## src/rtl/vga_pkg.sv

```systemverilog
// Shared types, widths and the pixel-to-RGB colour mapping for the
// VGA pixel fetch stage.
package vga_pkg;

    localparam int FB_AW = 16;
    localparam int PIX_W = 8;

    typedef enum logic [1:0] {
        PM_GREY,
        PM_RGB332,
        PM_BARS,
        PM_BORDER
    } pix_mode_t;

    typedef enum logic {
        WAIT_FRAME,
        RUN
    } fetch_state_t;

    // Returns {red, green, blue}. hact/vact give the active window
    // size, used for the border position.
    function automatic logic [23:0] rgb_from_pixel(
        input pix_mode_t        mode,
        input logic [PIX_W-1:0] d,
        input logic [9:0]       xd,
        input logic [9:0]       yd,
        input logic [9:0]       hact = 10'd256,
        input logic [9:0]       vact = 10'd256
    );
        logic [23:0] rgb;
        logic [2:0]  k;
        rgb = '0;
        k   = xd[7:5];
        case (mode)
            PM_GREY: rgb = {d, d, d};
            PM_RGB332: begin
                rgb = {d[7:5], d[7:5], d[7:6],
                       d[4:2], d[4:2], d[4:3],
                       {4{d[1:0]}}};
            end
            PM_BARS: begin
                rgb = {{8{k[2]}}, {8{k[1]}}, {8{k[0]}}};
            end
            PM_BORDER: begin
                if (xd == 10'd0 || xd == hact - 10'd1 ||
                    yd == 10'd0 || yd == vact - 10'd1)
                    rgb = '1;
            end
            default: rgb = '0;
        endcase
        return rgb;
    endfunction

endpackage

```

## src/rtl/vga_delay_line.sv

```systemverilog
// Fixed-depth shift register with synchronous reset value.
// Ports: i_clk, i_rst (sync, active high), i_d in, o_q delayed by DEPTH.
module vga_delay_line #(
    parameter int               WIDTH   = 1,
    parameter int               DEPTH   = 1,
    parameter logic [WIDTH-1:0] RST_VAL = '0
) (
    input  logic             i_clk,
    input  logic             i_rst,
    input  logic [WIDTH-1:0] i_d,
    output logic [WIDTH-1:0] o_q
);

    logic [WIDTH-1:0] r_pipe [DEPTH];

    always_ff @(posedge i_clk) begin
        if (i_rst) begin
            for (int i = 0; i < DEPTH; i++)
                r_pipe[i] <= RST_VAL;
        end else begin
            r_pipe[0] <= i_d;
            for (int i = 1; i < DEPTH; i++)
                r_pipe[i] <= r_pipe[i-1];
        end
    end

    assign o_q = r_pipe[DEPTH-1];

endmodule

```

## src/rtl/vga_pixel_fetch.sv

```systemverilog
// VGA pixel fetch: issues framebuffer reads for the active window and
// turns returned pixels or a test pattern into aligned RGB + syncs.
// Ports: vga_clk/rst; raster in (x_in, y_in, syncs, blank_b_in, mode);
// framebuffer (mem_addr, mem_rd_en, mem_rdata); delayed syncs, blank_b,
// red/green/blue, frame_count.
module vga_pixel_fetch
    import vga_pkg::*;
#(
    parameter logic [9:0] HACTIVE = 10'd256,
    parameter logic [9:0] VACTIVE = 10'd256,
    parameter int         MEM_LAT = 1
) (
    input  logic             vga_clk,
    input  logic             rst,
    input  logic [9:0]       x_in,
    input  logic [9:0]       y_in,
    input  logic             h_sync_in,
    input  logic             v_sync_in,
    input  logic             blank_b_in,
    input  logic [1:0]       mode,
    output logic [FB_AW-1:0] mem_addr,
    output logic             mem_rd_en,
    input  logic [PIX_W-1:0] mem_rdata,
    output logic             h_sync,
    output logic             v_sync,
    output logic             sync_b,
    output logic             blank_b,
    output logic [7:0]       red,
    output logic [7:0]       green,
    output logic [7:0]       blue,
    output logic [15:0]      frame_count
);

    localparam int PW = 23;
    localparam logic [PW-1:0] PIPE_RST =
        {1'b1, 1'b1, 1'b0, 10'd0, 10'd0};

    fetch_state_t r_state;
    fetch_state_t w_state_nxt;
    pix_mode_t    r_mode_q;
    logic         r_vs_in_q;
    logic [15:0]  r_frame_count;

    logic         r_h_sync;
    logic         r_v_sync;
    logic         r_sync_b;
    logic         r_blank_b;
    logic [7:0]   r_red;
    logic [7:0]   r_green;
    logic [7:0]   r_blue;

    logic [PW-1:0] w_pipe_in;
    logic [PW-1:0] w_pipe_out;
    logic          w_hs_d;
    logic          w_vs_d;
    logic          w_bl_d;
    logic [9:0]    w_xd;
    logic [9:0]    w_yd;
    logic          w_v_fall;
    logic          w_vis;
    logic [23:0]   w_rgb;

    assign w_v_fall = r_vs_in_q & ~v_sync_in;

    assign mem_addr  = {y_in[7:0], x_in[7:0]};
    assign mem_rd_en = blank_b_in & ~r_mode_q[1]
                     & (r_state == RUN);

    // Raster info travels MEM_LAT stages so it meets the read data.
    assign w_pipe_in = {h_sync_in, v_sync_in, blank_b_in,
                        x_in, y_in};

    vga_delay_line #(
        .WIDTH   (PW),
        .DEPTH   (MEM_LAT),
        .RST_VAL (PIPE_RST)
    ) u_dly (
        .i_clk (vga_clk),
        .i_rst (rst),
        .i_d   (w_pipe_in),
        .o_q   (w_pipe_out)
    );

    assign w_hs_d = w_pipe_out[22];
    assign w_vs_d = w_pipe_out[21];
    assign w_bl_d = w_pipe_out[20];
    assign w_xd   = w_pipe_out[19:10];
    assign w_yd   = w_pipe_out[9:0];

    always_comb begin
        w_state_nxt = r_state;
        case (r_state)
            WAIT_FRAME: if (w_v_fall) w_state_nxt = RUN;
            RUN:        w_state_nxt = RUN;
            default:    w_state_nxt = WAIT_FRAME;
        endcase
    end

    always_ff @(posedge vga_clk) begin
        if (rst) r_state <= WAIT_FRAME;
        else     r_state <= w_state_nxt;
    end

    // Mode and frame counter only move on a vsync falling edge so a
    // frame is always rendered in one consistent mode.
    always_ff @(posedge vga_clk) begin
        if (rst) begin
            r_vs_in_q     <= 1'b1;
            r_mode_q      <= PM_GREY;
            r_frame_count <= '0;
        end else begin
            r_vs_in_q <= v_sync_in;
            if (w_v_fall) begin
                r_mode_q      <= pix_mode_t'(mode);
                r_frame_count <= r_frame_count + 16'd1;
            end
        end
    end

    assign w_vis = w_bl_d & (r_state == RUN);
    assign w_rgb = rgb_from_pixel(r_mode_q, mem_rdata,
                                  w_xd, w_yd,
                                  HACTIVE, VACTIVE);

    always_ff @(posedge vga_clk) begin
        if (rst) begin
            r_h_sync  <= 1'b1;
            r_v_sync  <= 1'b1;
            r_sync_b  <= 1'b1;
            r_blank_b <= 1'b0;
            r_red     <= '0;
            r_green   <= '0;
            r_blue    <= '0;
        end else begin
            r_h_sync  <= w_hs_d;
            r_v_sync  <= w_vs_d;
            r_sync_b  <= w_hs_d & w_vs_d;
            r_blank_b <= w_vis;
            r_red     <= w_vis ? w_rgb[23:16] : 8'd0;
            r_green   <= w_vis ? w_rgb[15:8]  : 8'd0;
            r_blue    <= w_vis ? w_rgb[7:0]   : 8'd0;
        end
    end

    assign h_sync      = r_h_sync;
    assign v_sync      = r_v_sync;
    assign sync_b      = r_sync_b;
    assign blank_b     = r_blank_b;
    assign red         = r_red;
    assign green       = r_green;
    assign blue        = r_blue;
    assign frame_count = r_frame_count;

endmodule

```

## config.mk

```make
export PLATFORM = sky130hd
export DESIGN_NAME = vga_pixel_fetch
export DESIGN_NICKNAME = d
export VERILOG_FILES = /design/src/rtl/vga_pkg.sv /design/src/rtl/vga_delay_line.sv /design/src/rtl/vga_pixel_fetch.sv
export SDC_FILE = /design/constraint.sdc
export NUM_CORES = 1
export LEC_CHECK = 0
export BUFFER_PORTS_ARGS = -buffer_cell sky130_fd_sc_hd__clkbuf_2
export CAP_MARGIN = 20
export CORE_MARGIN = 1
export CORE_UTILIZATION = 25
export CTS_BUF_LIST = sky130_fd_sc_hd__clkbuf_8
export DETAILED_ROUTE_END_ITERATION = 16
export MAX_ROUTING_LAYER = met4
export SLEW_MARGIN = 0
export SYNTH_ARGS = -nofsm -noshare
export SYNTH_HDL_FRONTEND = slang
export SYNTH_SLANG_ARGS = --single-unit
```

## constraint.sdc

```tcl
create_clock -name vga_clk -period 1.6 [get_ports vga_clk]
set_input_delay 0 -clock vga_clk [delete_from_list [all_inputs] [get_ports vga_clk]]
set_output_delay 0 -clock vga_clk [all_outputs]
set_load 0.01 [all_outputs]
```

# After elaboration in Yosys (flattened, before gate mapping)
# Memories as Yosys holds them, arrays and structs flattened.
# Cells that the tools add are included.
# W data, S select, Z words.
# word_totals
reg_bits	48
out_inout_bits	61
mem_count	1
input_bits	35
mem_bits_rw	23
word_cells	44
# mem_list
memory	depth	width	read_ports	rd_clocked_by_memory_dff	wr	line	text
u_dly.r_pipe	1	23	1	0	1	vga_delay_line.sv:14	logic [WIDTH-1:0] r_pipe [DEPTH];
# classes
eq_ne	5
n_mux	9
bitwise	9
n_reduce_logical	8
addsub	1
# ops
cell	n
$pmux W24 S4	1
$mux W24	1
$mux W23	1
$reduce_or A23 Y1	1
$eq A10 B8 Y1 const B	2
$logic_not A10 Y1	2
$add A16 B1 Y16 const B	1
$and A1 B1 Y1	5
$mux W1	5
$eq A2 B2 Y1 const B	2
$not A1 Y1	4
$logic_or A1 B1 Y1	3
$eq A2 B1 Y1 const B	1
$logic_not A2 Y1	1
$pmux W1 S2	1
$reduce_or A2 Y1	1

# Logic depth before layout (Yosys ltp)
# Gate-level depths: netlist of the first run.
# logic_depth
depth_word	6
ltp_mapped	6
depth_no_buf	5

# Modules after synthesis
# Synthesis of the first run repeated with hierarchy kept, for this count alone.
# hier_totals
hier_cells	270
area_unflattened_um2	2608.8
# by_module_without_submodules
mod	area_per_inst_um2	n_inst	seq_area_each_um2	cells_each
vga_pixel_fetch	1985.7	1	960.9	222
vga_delay_line	623.1	1	460.4	48

# Worst setup path after synthesis of the first run
# OpenSTA, ideal clock, no wires.
# synth_timing
path_type	reg-to-reg
from	register r_frame_count[3], in the netlist frame_count[3]
to	register r_frame_count[8], in the netlist frame_count[8]
arrival_time_ns	1.272
required_time_ns	1.530
setup_time_ns	0.070
stages_incl_launch_ff	5
path_buffers	0
slack_ns	0.258
synth_period_minus_slack_ns	1.342
path_cell_list	dfxtp_1 -> and3_2 -> nand4_4 -> or3_1 -> a21oi_1
# synth_via
elab_chain_len	1
# synth_lines
item	line	text
start, declared	vga_pixel_fetch.sv:42	logic [15:0] r_frame_count;
start signal, assigned	vga_pixel_fetch.sv:115	r_frame_count <= r_frame_count + 16'd1;
$add A16 B1 Y16	vga_pixel_fetch.sv:115	
# No other way between the ends.
# A chain may end at the register's enable or synchronous reset.

# Worst setup path in the final report of the first run
# layout_timing
from	memory u_dly.r_pipe[0][0] (netlist bit)
to	register r_green[7], in the netlist green[7]
# layout_via
elab_chain_len	6
word_cells_on_any_way	7
classes_between	eq/ne (1); mux (2); reduce/logical (3); memory (1)
# layout_lines
item	line	text
start, declared	vga_delay_line.sv:14	
$mem_v2 Z1 W23 *	--	
$logic_not A10 Y1	vga_pkg.sv:46	yd == 10'd0 || yd == vact - 10'd1)
$logic_or A1 B1 Y1	vga_pkg.sv:45	if (xd == 10'd0 || xd == hact - 10'd1 ||
$logic_or A1 B1 Y1 *	vga_pkg.sv:46	
$mux W24 *	vga_pkg.sv:45	
$pmux W24 S4 *	vga_pkg.sv:34	case (mode)
end signal, assigned	vga_pixel_fetch.sv:140	r_green <= w_vis ? w_rgb[15:8] : 8'd0;
end, declared	vga_pixel_fetch.sv:49	logic [7:0] r_green;
# Mark *: on every way between the ends. The rest lies on a longest branch, timed or not.

==> results of run 1 <==
registers in the layout, indices dropped and copies added (netlist names):
register	flops
u_dly.r_pipe	23
frame_count	16
blue	8
green	8
red	8
r_mode_q	2
blank_b	1
h_sync	1
r_state	1
sync_b	1
v_sync	1
cells in the mapped netlist, drive strengths merged:
master	n	area, µm²
xnor2	5	43.79
nor4	5	37.53
buf	21	145.1
ha	1	12.51
o21a	3	22.52
o22ai	2	12.51
nor2b	23	143.9
a31oi	14	87.58
xor2	7	61.31
nor2	19	71.32
and2	2	12.51
and3	5	38.78
or2	5	31.28
o21ai	15	75.07
and2b	1	8.760
nor3	5	25.02
mux2i	2	20.02
inv	4	15.02
a22oi	1	12.51
nand2	23	86.33
dfxtp	70	1401
clkbuf	5	18.77
a21oi	17	85.08
nand4	7	58.81
clkinv	1	3.750
nand3	3	27.53
or3	3	18.77
repair_timing:
item | in CTS | in global routing
pin swaps | 0 | 1
resized for setup | 2 | 3
setup endpoints to repair | 24 | 24
hold endpoints to repair | 32 | 0
hold buffers | 32 | 0
gates cloned | 1 | 0
buffers inserted | 0 | 1
stage by stage:
stage	worst slack [ps]	cell area (µm²)	hold WS, ps	TNS [ps]
after global routing	-4.079	3661	57.58	-4.079
final	92.80	3661	36.55	0
after floorplan	257.9	2577	91.77	0
after global placement	-86.01	3100	187.4	-1347
after CTS	14.30	3636	11.06	0
after detailed placement	-117.2	3100	185.4	-1773
routing by layer:
layer	GRT usage [%]	vias up
met5	-	-
met4	6.729	0
met3	3.587	19
met2	19.37	100
met1	16.90	1040
li1	-	1143
worst min-delay path: stages:
cell and delay, ps:
clkbuf_2 100, o21ai_0 110, a21oi_1 120
power by group:
part | internal (W) | switching (W)
registers | 0.00180 | 0.0000289
logic | 0.000169 | 0.000171
clock network | 0.000756 | 0.000651
cell families (layout without fill, tap and decap cells):
kind of cell	count (synthesis)	count (layout)	share of synthesized area, %
and+or+nand+nor	101	101	21.75
DFF	70	70	54.37
muxes	2	2	0.7767
buffers and inverters	31	154	7.088
xor gates and xnor gates	12	12	4.078
AOI/OAI and AO/OA	52	53	11.46
adders and majority gates	1	1	0.4854
path summary, 6_finish.rpt:
kind	from	endpoint	slack (ps)
hold / removal	mem_rdata[1]	red[1]	40
setup / recovery	u_dly.r_pipe[0][0]	green[7]	90
setup reg to reg	u_dly.r_pipe[0][0]	green[7]	90
hold reg to reg	u_dly.r_pipe[0][22]	h_sync	440
layout make-up:
type | count | area share (%)
Inverter | 5 | 0.5126
Multi-Input combinational cell | 169 | 27.75
Tap cell | 133 | 4.545
Clock inverter | 5 | 1.640
Timing Repair Buffer | 134 | 23.51
Clock buffer | 10 | 3.759
Sequential cell | 70 | 38.28
==> metrics, run 1 <==
Port Buf Inserts 95; Area growth syn-to-layout 42.04%; synthesized instance count 269; Power Density 975.5 mW/mm²; largest net degree at the start of global routing 25; post-DP HPWL 4380 µm; setup violators final 0; nets@finish 425; wire length on met1 roughly 3200 µm; vias in the first global route 2234; Die H 103.5 µm; Clock Latency Late Sink around 340 ps; Buf/Inv on CP 1; site row count 36; core area around 0.0099 mm²; TritonCTS Buffers 9; PnR Total Power roughly 0.0036 W; most common cell after layout, fill and taps aside clkbuf_2; Avg WL per Cell 12.64 µm; met3 WL 465 µm; Max VDD drop 0.5148 mV; clock buffer depth 2; CP required between 1500 and 2000 ps; Clk Tree Root Cell clkbuf_8; clock sink total 70; Initial DRC Count 94; Placed Instances 477; die area approximately 0.011 mm²; htree depth 3; FF-to-FF path depth 6; Tmin final ~1500 ps; result of the run complete, no violations; Routed WL approximately 6600 µm; WS Path Type reg -> reg; Crit path depth 6; final hold vios 0; GRT Total Usage 13.31%; Final period util 94.20%; multi-input logic area 0.001016 mm²; vias 2302; Final Wtd Congestion 0.7917; CP Data Arrival Time 1770 ps; Core Util, Final roughly 37%; # diodes 0; Initial Util 26.13%; Max Used Layer met4; clock transition at the registers of the reported paths 70 ps; sequential share of the synthesized area 54.37%; Die Span X 103.5 µm; Post-Syn Area 0.002577 mm²; Slew HR a little over three fifths; share of cells above drive strength 1 roughly a third; vias per cell 4.376; worst-path maximum fanout 12; Max Fclk 0.6635 GHz; Hold Path Class in -> reg; Max-Cap Viols 0; Critical Path Source Type flip-flop; crit-path cells nor4_1 -> nand2_1 -> o21ai_1 -> a22oi_2 -> buf_12 -> a21oi_1; worst hold stages 3; most frequent cells in the layout clkbuf_2, dfxtp_1, dlygate4sd3_1; io pins 96; post-route antenna net violation count 0; Yosys cell types 35; met2 WL 2885 µm; Crit. End Element flip-flop; Yosys Warn Count 0; CP delay by family, top compound AO/OA/AOI/OAI gates; Tightest Pin Transition 555.7 ps; GRT overflow 0; Filler Cells Inserted around 1000; count of pins over their slew limit 0; syn_nets 305; initial antenna violation count 0; register bit count reported by yosys 70; Max Clock Skew 10.05 ps; Worst path max stage delay 320 ps; global-route wire length before repair roughly 11000 µm; Finished Layout Cells roughly 530; Slowest-stage cell, CP dfxtp_1; DRC 0; Mapped Avg Cell Area ~9.6 µm²; Leak between 1.5 and 2 nW; drt pass-1 iters 4; CTS tree done; register area between 0.001 and 0.0015 mm²
Note: power is estimated with default switching activity, not from simulation.
==> run 2, diff against run 1 <==
--- a/config.mk
+++ b/config.mk
@@ -12,6 +12,7 @@
 export CTS_BUF_LIST = sky130_fd_sc_hd__clkbuf_8
 export DETAILED_ROUTE_END_ITERATION = 16
 export MAX_ROUTING_LAYER = met4
+export PLACE_DENSITY = 0.46
 export SLEW_MARGIN = 0
 export SYNTH_ARGS = -nofsm -noshare
 export SYNTH_HDL_FRONTEND = slang
==> run 2 against run 1 <==
Against the previous run:
- power fell by 2.8%
- fmax rose by 5.1%
- core utilization rose by 0.14 points
- critical path type unchanged
- critical endpoint is now red[2]
- largest cell class unchanged
==> metrics, run 2 (synthesized netlist as in run 1, its figures left out) <==
result of the run complete, no violations; clock share of power 37.7% (-1.7 points); post-DP HPWL 4405 µm (+0.57%); Final period util 89.59% (-4.6 points); Max Clock Skew 8.626 ps (-1.424 ps); final hold vios 0 (unchanged); Critical Path Source Type flip-flop; TNS Setup 0 ps (unchanged); drt pass-1 iters 6 (+2); post-route antenna net violation count 0 (unchanged); GRT overflow 0 (unchanged); clock transition at the registers of the reported paths 80 ps (about the same); crit-path cells nor4_1 -> nand2_1 -> o21ai_1 -> a22oi_2 -> buf_12 -> a21oi_1; Net Sw Frac 25.75% (+1.9 points); GRT Total Usage 12.94% (-0.37 points); Tmin final 1433 ps (-73.76 ps); Tightest Pin Transition 472.1 ps (-83.66 ps); global-route wire length before repair 10610 µm (-2.5%); Initial DRC Count 46 (-51%); Placed Area 0.003131 mm² (+0.97%); max reg flops 23 (unchanged); internal power 0.002578 W (-5.3%); TritonCTS Buffers 9 (unchanged); clock buffer depth 2 (unchanged); share of cells above drive strength 1 35.43% (+1.1 points); worst-path maximum fanout 12 (unchanged); Die Span X 103.5 µm (unchanged); Port Buf Inserts 95 (unchanged); largest net degree at the start of global routing 25 (unchanged); Hold Path Class in -> reg; Sequential Power Share 52.5% (+1.4 points); Clk Tree Root Cell clkbuf_8; Routed WL 6507 µm (-2.1%); Final Wtd Congestion 0.7675 (-3.1%); most common cell after layout, fill and taps aside clkbuf_2; Final Cell Area 0.003675 mm² (+0.38%); io pins 96 (unchanged); Leak 1.608 nW (+0.74%); Area growth syn-to-layout 42.57%; clock sink total 70 (unchanged); vias 2281 (-0.91%); RSZ-0062 raised after global routing false; DRC 0 (unchanged); core area 0.009864 mm² (unchanged); Worst path max stage delay 320 ps (about the same); Power Density 944.6 mW/mm² (-3.2%); initial antenna violation count 0 (unchanged); Max-Cap Viols 0 (unchanged); CTS tree done; Filler Cells Inserted 1040 (+4.1%); vias per cell 4.296 (-1.8%); # diodes 0 (unchanged); Max Fclk 0.6976 GHz (+5.1%); Crit. End Element flip-flop; NetSw 0.0008937 W (+5.0%); Slew HR 68.32% (+5.4 points); htree depth 3 (unchanged); Clock Latency Late Sink 340 ps (about the same); count of pins over their slew limit 0 (unchanged); CP required 1860 ps (about the same); Die H 103.5 µm (unchanged); Avg WL per Cell 12.25 µm (-3.0%); CP Data Arrival Time 1690 ps (-80 ps); WS Path Type reg -> reg; most frequent cells in the layout clkbuf_2, dfxtp_1, dlygate4sd3_1; Initial Util 26.13% (unchanged); Max VDD drop 0.4682 mV (-9.1%); site row count 36 (unchanged); die area 0.01072 mm² (unchanged); Logic pwr share 9.8% (+0.3 points); setup violators final 0 (unchanged); Slowest-stage cell, CP dfxtp_1; largest register by flop count u_dly.r_pipe; nets@finish 429 (+0.94%); vias in the first global route 2206 (-1.3%)
## run 2: changes by cell type in the layout (fill, tap and decap cells not counted), sizes merged
cell and delta:
dlygate4sd3 -1, bufinv -1, inv +1, clkinvlp +1
buf +5
## run 2: worst max-delay path, delay by kind of cell (launching register included)
| family | cells | cell delay, ps |
|---|---|---|
| flip-flops | 1 | 320 |
| buffers and inverters | 1 | 170 |
| AO/OA/AOI/OAI | 3 | 520 |
| AND/OR/NAND/NOR | 2 | 330 |
## run 2: through the flow
stage / setup WS, ps / hold slack [ps] / util [%] / instances / power (W)
after CTS: 37.59 / 9.908 / 37.08 / 530 / 0.003528
final: 166.6 / 29.70 / 37.25 / 531 / 0.003471
after global placement: -140.5 / 186.0 / 31.74 / 481 / 0.002139
after floorplan: 257.9 / 91.77 / - / 269 / 0.002031
after detailed placement: -151.3 / 186.7 / 31.74 / 481 / 0.002140
after global routing: 4.478 / 24.85 / 37.25 / 531 / 0.003639
## run 2: worst paths after layout
path,start,to,slack [ps],cells past startpoint
max reg2reg,u_dly.r_pipe[0][4],red[2],170,6
min reg2reg,u_dly.r_pipe[0][22],h_sync,430,1
min,mem_rdata[1],red[1],30,3
max,u_dly.r_pipe[0][4],red[2],170,6
## run 2: cell type report
cell class	count	area, µm²	share of cell area, %
inverter	5	18.77	0.5107
multi-input combinational	169	1016	27.65
tap	133	166.4	4.528
timing repair buffer	138	888.4	24.17
sequential	70	1401	38.13
clock inverter	6	46.29	1.260
clock buffer	10	137.6	3.745
## run 2: what timing repair did
item / CTS / global route
setup endpoints to repair: 24 / 24
setup buffers: 1 / 1
hold buffers: 31 / 0
resized for setup: 1 / 4
endpoints found under the hold margin: 31 / 0
gates cloned: 1 / 0
pin swaps: 1 / 1
## run 2: power by group through the flow
stage	combinational (W)	sequential [W]	clock, W
6_report	0.000340	0.00182	0.00131
5_1_grt	0.000373	0.00183	0.00144
4_1_cts	0.000342	0.00182	0.00136
3_5_place_dp	0.000278	0.00186	0
3_3_place_gp	0.000278	0.00186	0
2_1_floorplan	0.000163	0.00187	0
## run 2: per-layer routing
metal / up-vias / share of wire [%] / GRT usage (%)
li1: 1156 / - / -
met2: 86 / 43 / 19.42
met1: 1026 / 49 / 16.28
met3: 13 / 6.3 / 3.839
met5: - / 0 / -
met4: 0 / 1.8 / 5.072
